File: src/rtl/soc_int_mnt_pkg.sv
// Shared types and constants for the soc_int_mnt end-of-test / console monitor.
package soc_int_mnt_pkg;

  // Reason the test ended; FC_NONE also covers a passing test.
  typedef enum logic [1:0] {
    FC_NONE    = 2'd0,
    FC_MAGIC   = 2'd1,
    FC_WDOG    = 2'd2,
    FC_TIMEOUT = 2'd3
  } fail_cause_e;

  // Default magic values, console address and timing windows.
  localparam logic [63:0] PASS_MAGIC_DEF     = 64'h0000_0004_4433_3222;
  localparam logic [63:0] FAIL_MAGIC_DEF     = 64'h0000_0023_8234_8720;
  localparam logic [31:0] CONSOLE_ADDR_DEF   = 32'h01FF_FFF0;
  localparam int unsigned WDOG_PERIOD_DEF    = 50000;
  localparam logic [31:0] MAX_RUN_CYCLES_DEF = 32'h0300_0000;

  // Word-aligned 32-bit lanes of the 128-bit write bus; the console byte
  // is the low byte of whichever lane is fully strobed.
  localparam logic [15:0] STRB_LANE0 = 16'h000F;
  localparam logic [15:0] STRB_LANE1 = 16'h00F0;
  localparam logic [15:0] STRB_LANE2 = 16'h0F00;
  localparam logic [15:0] STRB_LANE3 = 16'hF000;

  typedef struct packed {
    logic       vld;
    logic [7:0] ch;
  } con_byte_t;

  // Pick the console character out of a write beat; any strobe pattern
  // other than a single full lane yields no character.
  function automatic con_byte_t console_byte(input logic [15:0]  strb,
                                             input logic [127:0] wdata);
    con_byte_t r;
    r.vld = 1'b1;
    r.ch  = 8'h00;
    case (strb)
      STRB_LANE0: r.ch = wdata[7:0];
      STRB_LANE1: r.ch = wdata[39:32];
      STRB_LANE2: r.ch = wdata[71:64];
      STRB_LANE3: r.ch = wdata[103:96];
      default:    r.vld = 1'b0;
    endcase
    return r;
  endfunction

endpackage

File: src/rtl/soc_int_mnt_wdog.sv
// Retirement watchdog: flags a hang when a whole window of WDOG_PERIOD
// cycles passes without any retirement.
module soc_int_mnt_wdog
  import soc_int_mnt_pkg::*;
#(
  parameter int unsigned WDOG_PERIOD = WDOG_PERIOD_DEF
) (
  input  logic       clk,
  input  logic       rst,
  input  logic [2:0] retire_vld,
  output logic       hang_o
);

  // win_q tracks cycle_cnt modulo WDOG_PERIOD without a divider.
  localparam logic [31:0] WIN_LAST = 32'(WDOG_PERIOD - 1);
  localparam logic [31:0] WIN_RST  = (WDOG_PERIOD == 1) ? 32'd0 : 32'd1;

  logic [31:0] cycle_cnt_q, cycle_cnt_d;
  logic [31:0] win_q, win_d;
  logic [31:0] wdog_cnt_q, wdog_cnt_d;
  logic        win_hit;

  assign win_hit = (win_q == 32'd0);
  assign hang_o  = win_hit && (wdog_cnt_q == 32'd0);

  // Next-state: window position restarts on period end and on the 2^32
  // wrap (0 is a multiple of every period); retirements in the window
  // boundary cycle are dropped.
  always_comb begin
    cycle_cnt_d = cycle_cnt_q + 32'd1;
    if ((cycle_cnt_q == 32'hFFFF_FFFF) || (win_q == WIN_LAST)) begin
      win_d = 32'd0;
    end else begin
      win_d = win_q + 32'd1;
    end
    if (win_hit) begin
      wdog_cnt_d = 32'd0;
    end else if (|retire_vld) begin
      wdog_cnt_d = wdog_cnt_q + 32'd1;
    end else begin
      wdog_cnt_d = wdog_cnt_q;
    end
  end

  // Counter state registers.
  always_ff @(posedge clk or posedge rst) begin
    if (rst) begin
      cycle_cnt_q <= 32'd1;
      win_q       <= WIN_RST;
      wdog_cnt_q  <= 32'd0;
    end else begin
      cycle_cnt_q <= cycle_cnt_d;
      win_q       <= win_d;
      wdog_cnt_q  <= wdog_cnt_d;
    end
  end

endmodule

File: src/rtl/soc_int_mnt.sv
// End-of-test and console monitor: watches writeback buses for magic
// values, the AXI slave write channel for console bytes, and runs a
// retirement watchdog plus a global run timeout.
module soc_int_mnt
  import soc_int_mnt_pkg::*;
#(
  parameter logic [63:0] PASS_MAGIC     = PASS_MAGIC_DEF,
  parameter logic [63:0] FAIL_MAGIC     = FAIL_MAGIC_DEF,
  parameter logic [31:0] CONSOLE_ADDR   = CONSOLE_ADDR_DEF,
  parameter int unsigned WDOG_PERIOD    = WDOG_PERIOD_DEF,
  parameter logic [31:0] MAX_RUN_CYCLES = MAX_RUN_CYCLES_DEF
) (
  input  logic         clk,
  input  logic         rst,
  input  logic [2:0]   retire_vld,
  input  logic [63:0]  wb_data0,
  input  logic [63:0]  wb_data1,
  input  logic [63:0]  wb_data2,
  input  logic [3:0]   axi_awlen,
  input  logic [31:0]  axi_addr,
  input  logic         axi_wvalid,
  input  logic [15:0]  axi_wstrb,
  input  logic [127:0] axi_wdata,
  input  logic         axi_clk_en,
  output logic         con_vld,
  output logic [7:0]   con_char,
  output logic         test_done,
  output logic         test_pass,
  output logic [1:0]   fail_cause
);

  logic [63:0] wb0_q, wb1_q, wb2_q;
  logic [3:0]  awlen_q;
  logic [31:0] addr_q;
  logic        wvalid_q;
  logic [15:0] wstrb_q;

  logic [31:0] run_cnt_q, run_cnt_d;
  logic        done_q, pass_q;
  fail_cause_e cause_q;
  logic        con_vld_q;
  logic [7:0]  con_char_q;

  logic        hang;
  logic        pass_hit, fail_hit, timeout_hit, con_hit;
  con_byte_t   con_sel;

  soc_int_mnt_wdog #(
    .WDOG_PERIOD (WDOG_PERIOD)
  ) u_wdog (
    .clk        (clk),
    .rst        (rst),
    .retire_vld (retire_vld),
    .hang_o     (hang)
  );

  // Stage 1: capture the observed buses so compares run off flops.
  always_ff @(posedge clk or posedge rst) begin
    if (rst) begin
      wb0_q    <= '0;
      wb1_q    <= '0;
      wb2_q    <= '0;
      awlen_q  <= '0;
      addr_q   <= '0;
      wvalid_q <= 1'b0;
      wstrb_q  <= '0;
    end else begin
      wb0_q    <= wb_data0;
      wb1_q    <= wb_data1;
      wb2_q    <= wb_data2;
      awlen_q  <= axi_awlen;
      addr_q   <= axi_addr;
      wvalid_q <= axi_wvalid;
      wstrb_q  <= axi_wstrb;
    end
  end

  // Stage 2 event detection; wdata and clk_en line up with the delayed
  // address phase, so they are used directly.
  always_comb begin
    pass_hit    = (wb0_q == PASS_MAGIC) || (wb1_q == PASS_MAGIC) || (wb2_q == PASS_MAGIC);
    fail_hit    = (wb0_q == FAIL_MAGIC) || (wb1_q == FAIL_MAGIC) || (wb2_q == FAIL_MAGIC);
    run_cnt_d   = run_cnt_q + 32'd1;
    timeout_hit = (run_cnt_d > MAX_RUN_CYCLES);
    con_sel     = console_byte(wstrb_q, axi_wdata);
    con_hit     = con_sel.vld && (awlen_q == 4'd0) && (addr_q == CONSOLE_ADDR)
                  && wvalid_q && axi_clk_en;
  end

  // Sticky status with priority pass > fail > watchdog > timeout; a
  // console byte only goes out in a cycle with no end-of-test event.
  always_ff @(posedge clk or posedge rst) begin
    if (rst) begin
      run_cnt_q  <= 32'd0;
      done_q     <= 1'b0;
      pass_q     <= 1'b0;
      cause_q    <= FC_NONE;
      con_vld_q  <= 1'b0;
      con_char_q <= 8'h00;
    end else begin
      run_cnt_q <= run_cnt_d;
      con_vld_q <= 1'b0;
      if (!done_q) begin
        if (pass_hit) begin
          done_q  <= 1'b1;
          pass_q  <= 1'b1;
          cause_q <= FC_NONE;
        end else if (fail_hit) begin
          done_q  <= 1'b1;
          pass_q  <= 1'b0;
          cause_q <= FC_MAGIC;
        end else if (hang) begin
          done_q  <= 1'b1;
          pass_q  <= 1'b0;
          cause_q <= FC_WDOG;
        end else if (timeout_hit) begin
          done_q  <= 1'b1;
          pass_q  <= 1'b0;
          cause_q <= FC_TIMEOUT;
        end else if (con_hit) begin
          con_vld_q  <= 1'b1;
          con_char_q <= con_sel.ch;
        end
      end
    end
  end

  assign con_vld    = con_vld_q;
  assign con_char   = con_char_q;
  assign test_done  = done_q;
  assign test_pass  = pass_q;
  assign fail_cause = cause_q;

endmodule

File: config.mk
export PLATFORM = sky130hd
export DESIGN_NAME = soc_int_mnt
export DESIGN_NICKNAME = d
export VERILOG_FILES = /design/src/rtl/soc_int_mnt_pkg.sv /design/src/rtl/soc_int_mnt_wdog.sv /design/src/rtl/soc_int_mnt.sv
export SDC_FILE = /design/constraint.sdc
export NUM_CORES = 1
export LEC_CHECK = 0
export CAP_MARGIN = 40
export CORE_ASPECT_RATIO = 0.6
export CORE_MARGIN = 4
export CORE_UTILIZATION = 40
export CTS_BUF_LIST = sky130_fd_sc_hd__clkbuf_8
export DETAILED_ROUTE_END_ITERATION = 10
export PLACE_DENSITY_LB_ADDON = 0.1
export SLEW_MARGIN = 25
export SYNTH_ARGS = -nofsm -noshare
export SYNTH_HDL_FRONTEND = slang
export SYNTH_SLANG_ARGS = --single-unit
File: constraint.sdc
create_clock -name clk -period 20.6 [get_ports clk]
set_input_delay 4.12 -clock clk [delete_from_list [all_inputs] [get_ports clk]]
set_output_delay 4.12 -clock clk [all_outputs]
set_load 0.02 [all_outputs]
; ---- Yosys cells after proc, flatten, opt, wreduce, memory -nomap -nowiden
; Cells that the tools add are included.
[totals]
reg_bits = 386
input_bits = 379
out_inout_bits = 13
wordCells = 82
[classes]
addsub = 4
order_cmp = 1
n_eq_ne = 13
n_mux = 24
n_bitwise = 5
n_reduce_logical = 19
[op_table]
columns = op, n
row1 = "equality test 64 x 35 -> 1 bit, second input constant", 3
row2 = "equality test 64 x 38 -> 1 bit, second input constant", 3
row3 = "adder 32 x 1 -> 32 bit, second input constant", 4
row4 = two-way mux 32 bit, 3
row5 = logical NOT 32 bit, 2
row6 = "equality test 32 x 16 -> 1 bit, second input constant", 1
row7 = "equality test 32 x 25 -> 1 bit, second input constant", 1
row8 = "equality test 32 bit, second input constant", 1
row9 = "greater-than comparator 32 x 26 -> 1 bit, second input constant", 1
row10 = one-hot mux 8 bit (4 select lines), 1
row11 = "equality test 16 x 12 -> 1 bit, second input constant", 1
row12 = "equality test 16 bit, second input constant", 1
row13 = "equality test 16 x 4 -> 1 bit, second input constant", 1
row14 = "equality test 16 x 8 -> 1 bit, second input constant", 1
row15 = two-way mux 1 bit, 16
row16 = two-way mux 2 bit, 4
row17 = AND reduction 6 bit, 1
row18 = logical AND 1 bit, 5
row19 = logical OR 1 bit, 5
row20 = inverter 1 bit, 5
row21 = logical NOT 4 bit, 1
row22 = nonzero test 4 bit, 1
row23 = OR reduction 4 bit, 1
row24 = OR reduction 3 bit, 1
row25 = other kinds (2), 2

; ---- Logic depth before layout (Yosys ltp)
; Gate-level depths: netlist of the first run.
[depth]
word_depth = 13
mapped_depth = 10
mapped_depth_nobuf = 10

; ---- Cells and area by module
; From an unflattened synthesis of the first run, not the netlist that was laid out.
[hier_totals]
cells_unflattened = 1110
hier_area_um2 = 14332.5
[by_module_without_submodules]
columns = module, n_inst, cells_per_inst, area_each_um2, seq_area_each_um2
row1 = soc_int_mnt, 1, 637, 9586.7, 7257.0
row2 = soc_int_mnt_wdog, 1, 473, 4745.8, 2404.8

; ---- Worst setup path before layout of the first run
; Ideal clock, no wire load.
[synth_path]
path_kind = input to register
startpoint = input port retire_vld[1]
endpoint = register u_wdog.wdog_cnt_q[26]
setup_time_ns = 0.078
t_arrival_ns = 5.491
required_ns = 20.522
path_slack_ns = 15.031
stages = 7
n_path_buf = 1
cell_sequence = or3_1 -> clkbuf_1 -> nand3_1 -> nor3_1 -> nand4_1 -> or3_1 -> a21oi_1
[synth_via]
elab_chain_cells = 2
[synth_rtl]
columns = item, line
row1 = "start, declared", soc_int_mnt.sv:15  ; input logic [2:0] retire_vld,
row2 = OR reduction 3 bit, soc_int_mnt_wdog.sv:38  ; end else if (|retire_vld) begin
row3 = nonzero test 2 bit (no source line), n/a
row4 = "end signal, assigned", soc_int_mnt_wdog.sv:54  ; wdog_cnt_q <= wdog_cnt_d;
row5 = "end, declared", soc_int_mnt_wdog.sv:20  ; logic [31:0] wdog_cnt_q, wdog_cnt_d;
; No other way between the ends.
; A chain may end at the register's enable or synchronous reset.

; ---- Worst setup path after layout of the first run
[layout_path]
startpoint = register done_q (netlist: test_done)
endpoint = output port test_done
[layout_lines]
columns = item, line
row1 = "start, declared", soc_int_mnt.sv:39  ; logic done_q, pass_q;
row2 = "start signal, assigned", soc_int_mnt.sv:95  ; done_q <= 1'b0;
row3 = "start signal, assigned", soc_int_mnt.sv:105  ; done_q <= 1'b1;
row4 = "start signal, assigned", soc_int_mnt.sv:109  ; done_q <= 1'b1;
row5 = "end, declared", soc_int_mnt.sv:27  ; output logic test_done,
; No word-level cell between the ends.

==> summary.txt, run 1 <==
Run status
  – Outcome: complete, no violations

Run
  – Maxcap violations: 0

Logic synthesis
  – Sequential fraction of the synthesis area: 0.6858
  – Post-Syn Area: 14090 um2
  – Post-synth EDFFs: 0
  – Commonest cells post-synth: dfrtp_1 (384), nor2_1 (101), nand2_1 (92)
  – Asr flop ratio synth: 1.000
  – Main combinational cell family by area after synthesis: simple AND/OR/NAND/NOR gates
  – Yosys top cell by area: dfrtp_1
  – Synth area leaders: dfrtp_1 (68%), xor2_1 (4.0%), xnor2_1 (3.2%)
  – Distinct cells, synth: 62
  – Synth Area in Compound Gates: 0.03046
  – Top cell type's share of synthesized area: 0.6821
  – Post-Synth XOR/XNOR Area: 0.07211
  – Flops & latches, synth: 386
  – Synthesized-area fraction occupied by adder cells: 0.006217
  – Synthesized area per cell: 12.98 um2
  – Mux cell area share after synthesis: 0.01083
  – Synthesized Nets: 1471
  – YS warnings: 0
  – Simple-gate share of the synthesized area: 0.1850
  – Count leader, synth: dfrtp_1
  – Gate Count Post-Synth: approximately 1100
  – Primary FF master, synth: dfrtp_1

Floorplanning
  – Initial Util: 0.4117
  – Core area: 34220 um2
  – Std cell rows: 52
  – # IOs: about 400
  – Die area: between 30000 and 40000 um2
  – Die height: around 150 um
  – Die W: ~250 um

Power
  – Lkg Pwr: 8.196 nW
  – Maximum vdd drop: about 63 uV
  – Pwr dens: between 80 and 90 nW/um2

Critical path
  – R2R cell count: 9
  – Cell count along the critical path: 1
  – Crit start category: register
  – Buf/Inv on CP: 1
  – CP arrival: 1.66 ns
  – Crit-path cells: clkdlybuf4s50_1
  – Largest delay share family, worst path: buffers and inverters
  – CP Max Fanout: 4
  – CP Capture Type: primary output
  – Critical path's slowest cell: clkdlybuf4s50_1
  – Critical path required time: 16.48 ns
  – Slowest stage delay, CP: about 0.65 ns
  – Crit Path Category: register to primary output

Global route
  – First-pass GRT wire length: 52180 um
  – Largest net degree at the start of global routing: around 180
  – Initial antenna violation count: 0
  – GRT Resource Usage Total: 0.1691
  – Vias in the first global route: 9372
  – GRT Residual Overflow: 0

Timing
  – F_max: 173.1 MHz
  – Setup-failing EPs final: 0
  – Final hold viol count: 0
  – Tmin final: 5.777 ns
  – Measured slew at the worst slew-check pin: 0.7034 ns
  – Period utilization: 0.2804
  – Max Slew Vio Count: 0
  – Final Skew: 0.02236 ns
  – Unrepaired setup endpoints after global routing: no
  – Slew Limit Headroom: 0.5274
  – Setup_tns: 0 ns

Final layout
  – Final instance area: 18820 um2
  – Layout cell share with drive strength beyond 1: 0.08158
  – Area Overhead vs Synth: 33.60%
  – Ant diodes: 0
  – Nets@finish: 1817
  – Fill cell instance count of the final layout: 2925

Detailed routing
  – WL per Instance: 16.97 um
  – Vias per inst: 4.819
  – Final ANT Viol Nets: 0
  – DR pass1 iterations: 5
  – Routed WL: 32750 um
  – DR iter-0 viols: about 550
  – DR vias: between 9000 and 10000
  – Drt drc: 0

Clock network
  – TritonCTS buffer count: 56
  – Clock Path Buffers: 3
  – Clock sinks: 386
  – Hold buffers post-CTS: 0
  – Cts repair resizes: 0
  – Post-CTS setup buffers: 0
  – Worst-skew pair later-pin latency: about 0.61 ns
  – CTS clk-pin slew, worst paths: 0.06 ns
  – Root Driver: clkbuf_8
  – H-tree level count: 2
  – CTS tree: yes

Placement
  – GP Congestion: 0.7724
  – Post-DP Area: between 15000 and 20000 um2
  – Buffers added on ports: 295
  – Dpl hpwl: ~24000 um

Worst hold path
  – Type of the tightest min-delay check: register to register
  – Worst Hold Depth: 1
-- kinds of logic after synthesis --
family                   after synthesis
AND/OR/NAND/NOR                      473
flip-flops                           386
XOR/XNOR                             116
AO/OA/AOI/OAI                         59
buffers and inverters                 33
multiplexers                          11
adder cells (fa/ha/maj)                7
-- metal layers --
layer | vias up | global-route usage | wire length, um
met5 | - | 0 | 0
met4 | 0 | 0.04513 | 592
met3 | 47 | 0.03736 | 1416
met2 | 180 | 0.2493 | 14710
met1 | 4566 | 0.2543 | 16030
li1 | 4507 | - | -
-- worst paths after layout --
path / from / endpoint / slack, ns
worst max-delay path: test_done / test_done / 14.82
worst min-delay path: u_wdog.cycle_cnt_q[0] / u_wdog.cycle_cnt_q[0] / 0.46
worst max register to register: run_cnt_q[0] / con_char[7] / 17.23
worst min register to register: u_wdog.cycle_cnt_q[0] / u_wdog.cycle_cnt_q[0] / 0.46
max in group asynchronous: rst / wb0_q[27] / 15.01
min in group asynchronous: rst / u_wdog.wdog_cnt_q[4] / 3.93
-- sequential cells by signal (all words and copies together), names as in the netlist --
signal and flops:
wb2_q 64, u_wdog.cycle_cnt_q 32, wb1_q 64, u_wdog.wdog_cnt_q 32
test_pass 1, wvalid_q 1, wstrb_q 16, con_vld 1
test_done 1, wb0_q 64, u_wdog.win_q 32, fail_cause 2
awlen_q 4, addr_q 32, con_char 8, run_cnt_q 32
-- layout make-up --
class                   count  area [um2]  share of cell area
well taps                 459       574.3             0.03051
clock inverters            27       151.4            0.008044
flip-flops and latches    386        9662              0.5133
multi-input cells         666        4297              0.2283
clock buffers              71       977.2             0.05192
inverters                  16       67.56            0.003590
repair buffers            305        3093              0.1643
-- power by group --
part	switching, mW	internal [mW]
sequential	0.0173	0.790
combinational	0.0373	0.0622
clock	0.284	0.321
-- placed cells by master (no fill, tap or decap), drive strengths merged, types with 3 or more instances in the layout --
master and instances:
nand2 93, nand4 39, mux2 10, xnor2 52, dfrtp 384, o21ai 10
and4 10, clkbuf 71, ha 7, a31oi 3, inv 36, or2 4
or3 6, nor3 29, clkdlybuf4s50 295, nand3b 5, or4 3, a22oi 17
nor4bb 5, nor2b 5, xor2 64, nor3b 4, and3 22, and2 7
nand3 59, nor2 101, nor4 50, buf 10, nand4b 5, nor4b 19
clkinv 4, a21oi 10
-- stage by stage --
| step | power (mW) | util | instances | hold WS (ns) | setup slack, ns |
|---|---|---|---|---|---|
| after detailed placement | 0.9214 | 0.5162 | 1831 | 0.4421 | 14.31 |
| after global placement | 0.9179 | 0.5148 | 1829 | 0.4362 | 14.17 |
| final | 1.512 | 0.5500 | 1930 | 0.4556 | 14.82 |
| after floorplan | 0.8522 | - | 1085 | 0.4250 | 5.756 |
| after global routing | 1.582 | 0.5500 | 1930 | 0.4806 | 14.73 |
| after CTS | 1.536 | 0.5492 | 1929 | 0.4590 | 14.76 |
Note: power is estimated with default switching activity, not from simulation.
==> run 2: changes to the inputs <==
==> constraint.sdc (replaced) <==
create_clock -name clk -period 5.83 [get_ports clk]
set_input_delay 1.166 -clock clk [delete_from_list [all_inputs] [get_ports clk]]
set_output_delay 1.166 -clock clk [all_outputs]
set_load 0.02 [all_outputs]
==> run 2 against run 1 <==
Register-to-register slack lost 15 ns. Critical path depth is 8 higher. Count of clock-buffer cells in the layout is 1 higher. Clock power rose to 3.7 times the previous value. Largest cell class unchanged. Largest power group unchanged. Worst hold slack improved by 0.0016 ns. Sequential cell count unchanged. Utilization rose by 0.11 points. Clock skew decreased by 0.0088 ns. Non-clock buffer count unchanged. Worst setup slack worse by 12 ns.
==> summary.txt, run 2 (synthesis gave the netlist of run 1 again) <==
Critical path
  – CP arrival: 3.96 ns (+2.30 ns)
  – CP Max Fanout: 9 (+5)
  – Buf/Inv on CP: 0 (-1)
  – Largest delay share family, worst path: simple AND/OR/NAND/NOR gates
  – Crit Path Category: register to register
  – Critical path required time: 6.31 ns (-10.17 ns)
  – Crit start category: register
  – CP Capture Type: register
  – Crit-path cells: ha_1 > nand3_1 > nor4_2 > a41oi_1 > a211oi_1 > nand4b_1 > o31ai_4 > nand4_4 > mux2_4
  – Slowest stage delay, CP: 0.50 ns (-0.15 ns)
  – Critical path's slowest cell: dfrtp_1

Detailed routing
  – WL per Instance: 17.04 um (+0.45%)
  – DR vias: 9273 (-0.29%)
  – Vias per inst: 4.800 (-0.39%)
  – Final ANT Viol Nets: 0 (unchanged)
  – DR pass1 iterations: 5 (unchanged)
  – DR iter-0 viols: 561 (+1.6%)
  – Routed WL: 32930 um (+0.56%)
  – Drt drc: 0 (unchanged)

Clock network
  – Post-CTS setup buffers: 0 (unchanged)
  – Clock sinks: 386 (unchanged)
  – Clock Path Buffers: 3 (unchanged)
  – Root Driver: clkbuf_8
  – CTS clk-pin slew, worst paths: 0.07 ns (about the same)
  – CTS tree: yes
  – Cts repair resizes: 0 (unchanged)
  – Worst-skew pair later-pin latency: 0.61 ns (about the same)
  – Hold buffers post-CTS: 0 (unchanged)
  – H-tree level count: 2 (unchanged)
  – TritonCTS buffer count: 56 (unchanged)

Placement
  – Pre-CTS setup slack: 2.384 ns (-11.92 ns)
  – Dpl hpwl: 23860 um (+1.3%)
  – Placed cell count: 1831 (unchanged)
  – GP Congestion: 0.8407 (+8.8%)
  – Buffers added on ports: 295 (unchanged)

Global route
  – Vias in the first global route: 9648 (+2.9%)
  – First-pass GRT wire length: 52970 um (+1.5%)
  – GRT Resource Usage Total: 0.1718 (+0.002722)
  – Largest net degree at the start of global routing: 135 (-23%)
  – Initial antenna violation count: 0 (unchanged)
  – GRT Residual Overflow: 0 (unchanged)

Floorplanning
  – Core area: 34220 um2 (unchanged)
  – Std cell rows: 52 (unchanged)
  – Initial Util: 0.4117 (unchanged)
  – # IOs: 392 (unchanged)
  – Die height: 153.4 um (unchanged)
  – Die W: 250.3 um (unchanged)
  – Die area: 38390 um2 (unchanged)

Final layout
  – Fill cell instance count of the final layout: 2930 (+0.17%)
  – Layout Utilization: 0.5511 (+0.001097)
  – Post-route insts no fill: 1932 (+0.10%)
  – Area Overhead vs Synth: 33.86%
  – Layout cell share with drive strength beyond 1: 0.08350 (+0.001926)
  – Largest regs: wb0_q (64), wb1_q (64), wb2_q (64)
  – Commonest non-fill, non-tap cell in the layout: dfrtp_1
  – Most frequent cells in the layout: dfrtp_1 (384), clkdlybuf4s50_1 (295), nor2_1 (101)
  – Multi-input logic area: 4297 um2 (unchanged)
  – Nets@finish: 1817 (unchanged)
  – Ant diodes: 0 (unchanged)
  – Register area: 9662 um2 (unchanged)

Timing
  – Final hold viol count: 0 (unchanged)
  – Worst hold slack: 0.4572 ns (+0.001594 ns)
  – Period utilization: 0.5975
  – Setup-failing EPs final: 0 (unchanged)
  – Max Slew Vio Count: 0 (unchanged)
  – Measured slew at the worst slew-check pin: 0.7217 ns (+0.01822 ns)
  – Tmin final: 3.483 ns
  – Slew Limit Headroom: 0.5189 (-0.008538)
  – Unrepaired setup endpoints after global routing: no
  – Final Skew: 0.01357 ns (-0.008786 ns)
  – F_max: ~290 MHz
  – Setup ws final: 2.347 ns (-12.48 ns)

Power
  – Pwr dens: 289.0 nW/um2 (+260%)
  – Maximum vdd drop: 240.6 uV (+280%)
  – Lkg Pwr: 8.217 nW (+0.26%)
  – Design Power: 5.451 mW (+260%)

Run
  – Maxcap violations: 0 (unchanged)

Run status
  – Outcome: complete, no violations

Worst hold path
  – Type of the tightest min-delay check: register to register
run 2: path summary, 6_finish.rpt:
| kind | start | endpoint | slack [ns] | cells past startpoint |
|---|---|---|---|---|
| setup / recovery | run_cnt_q[0] | con_char[7] | 2.35 | 9 |
| hold / removal | u_wdog.cycle_cnt_q[22] | u_wdog.cycle_cnt_q[22] | 0.46 | 1 |
| setup reg to reg | run_cnt_q[0] | con_char[7] | 2.35 | 9 |
| hold reg to reg | u_wdog.cycle_cnt_q[22] | u_wdog.cycle_cnt_q[22] | 0.46 | 1 |
| max in group asynchronous | rst | wstrb_q[7] | 3.80 | 3 |
| min in group asynchronous | rst | wb1_q[55] | 0.96 | 2 |
run 2: final cells by class:
class	count	area share
clock buffers	72	0.05254
clock inverters	28	0.01095
multi-input cells	666	0.2278
inverters	16	0.003384
flip-flops and latches	386	0.5123
well taps	459	0.03045
repair buffers	305	0.1625
run 2: report_power, final:
part           leakage [nW]  switching, mW  total, mW  internal [mW]
logic                  2.76          0.131      0.349          0.219
clock network         0.688           1.01       2.25           1.24
registers              4.77         0.0612       2.85           2.79
total                  8.22           1.20       5.45           4.25
run 2: layer usage:
metal	global-route usage	up-vias	wire, um
met5	0	-	0
li1	-	4501	-
met4	0.04223	0	625
met3	0.04110	52	1560
met1	0.2618	4545	16390
met2	0.2488	175	14350
run 2: through the flow:
step	TNS [ns]	instance area, um2
floorplan	-201.34	14090
global placement	0	17640
detailed placement	0	17640
CTS	0	18840
global route	0	18860
finish	0	18860
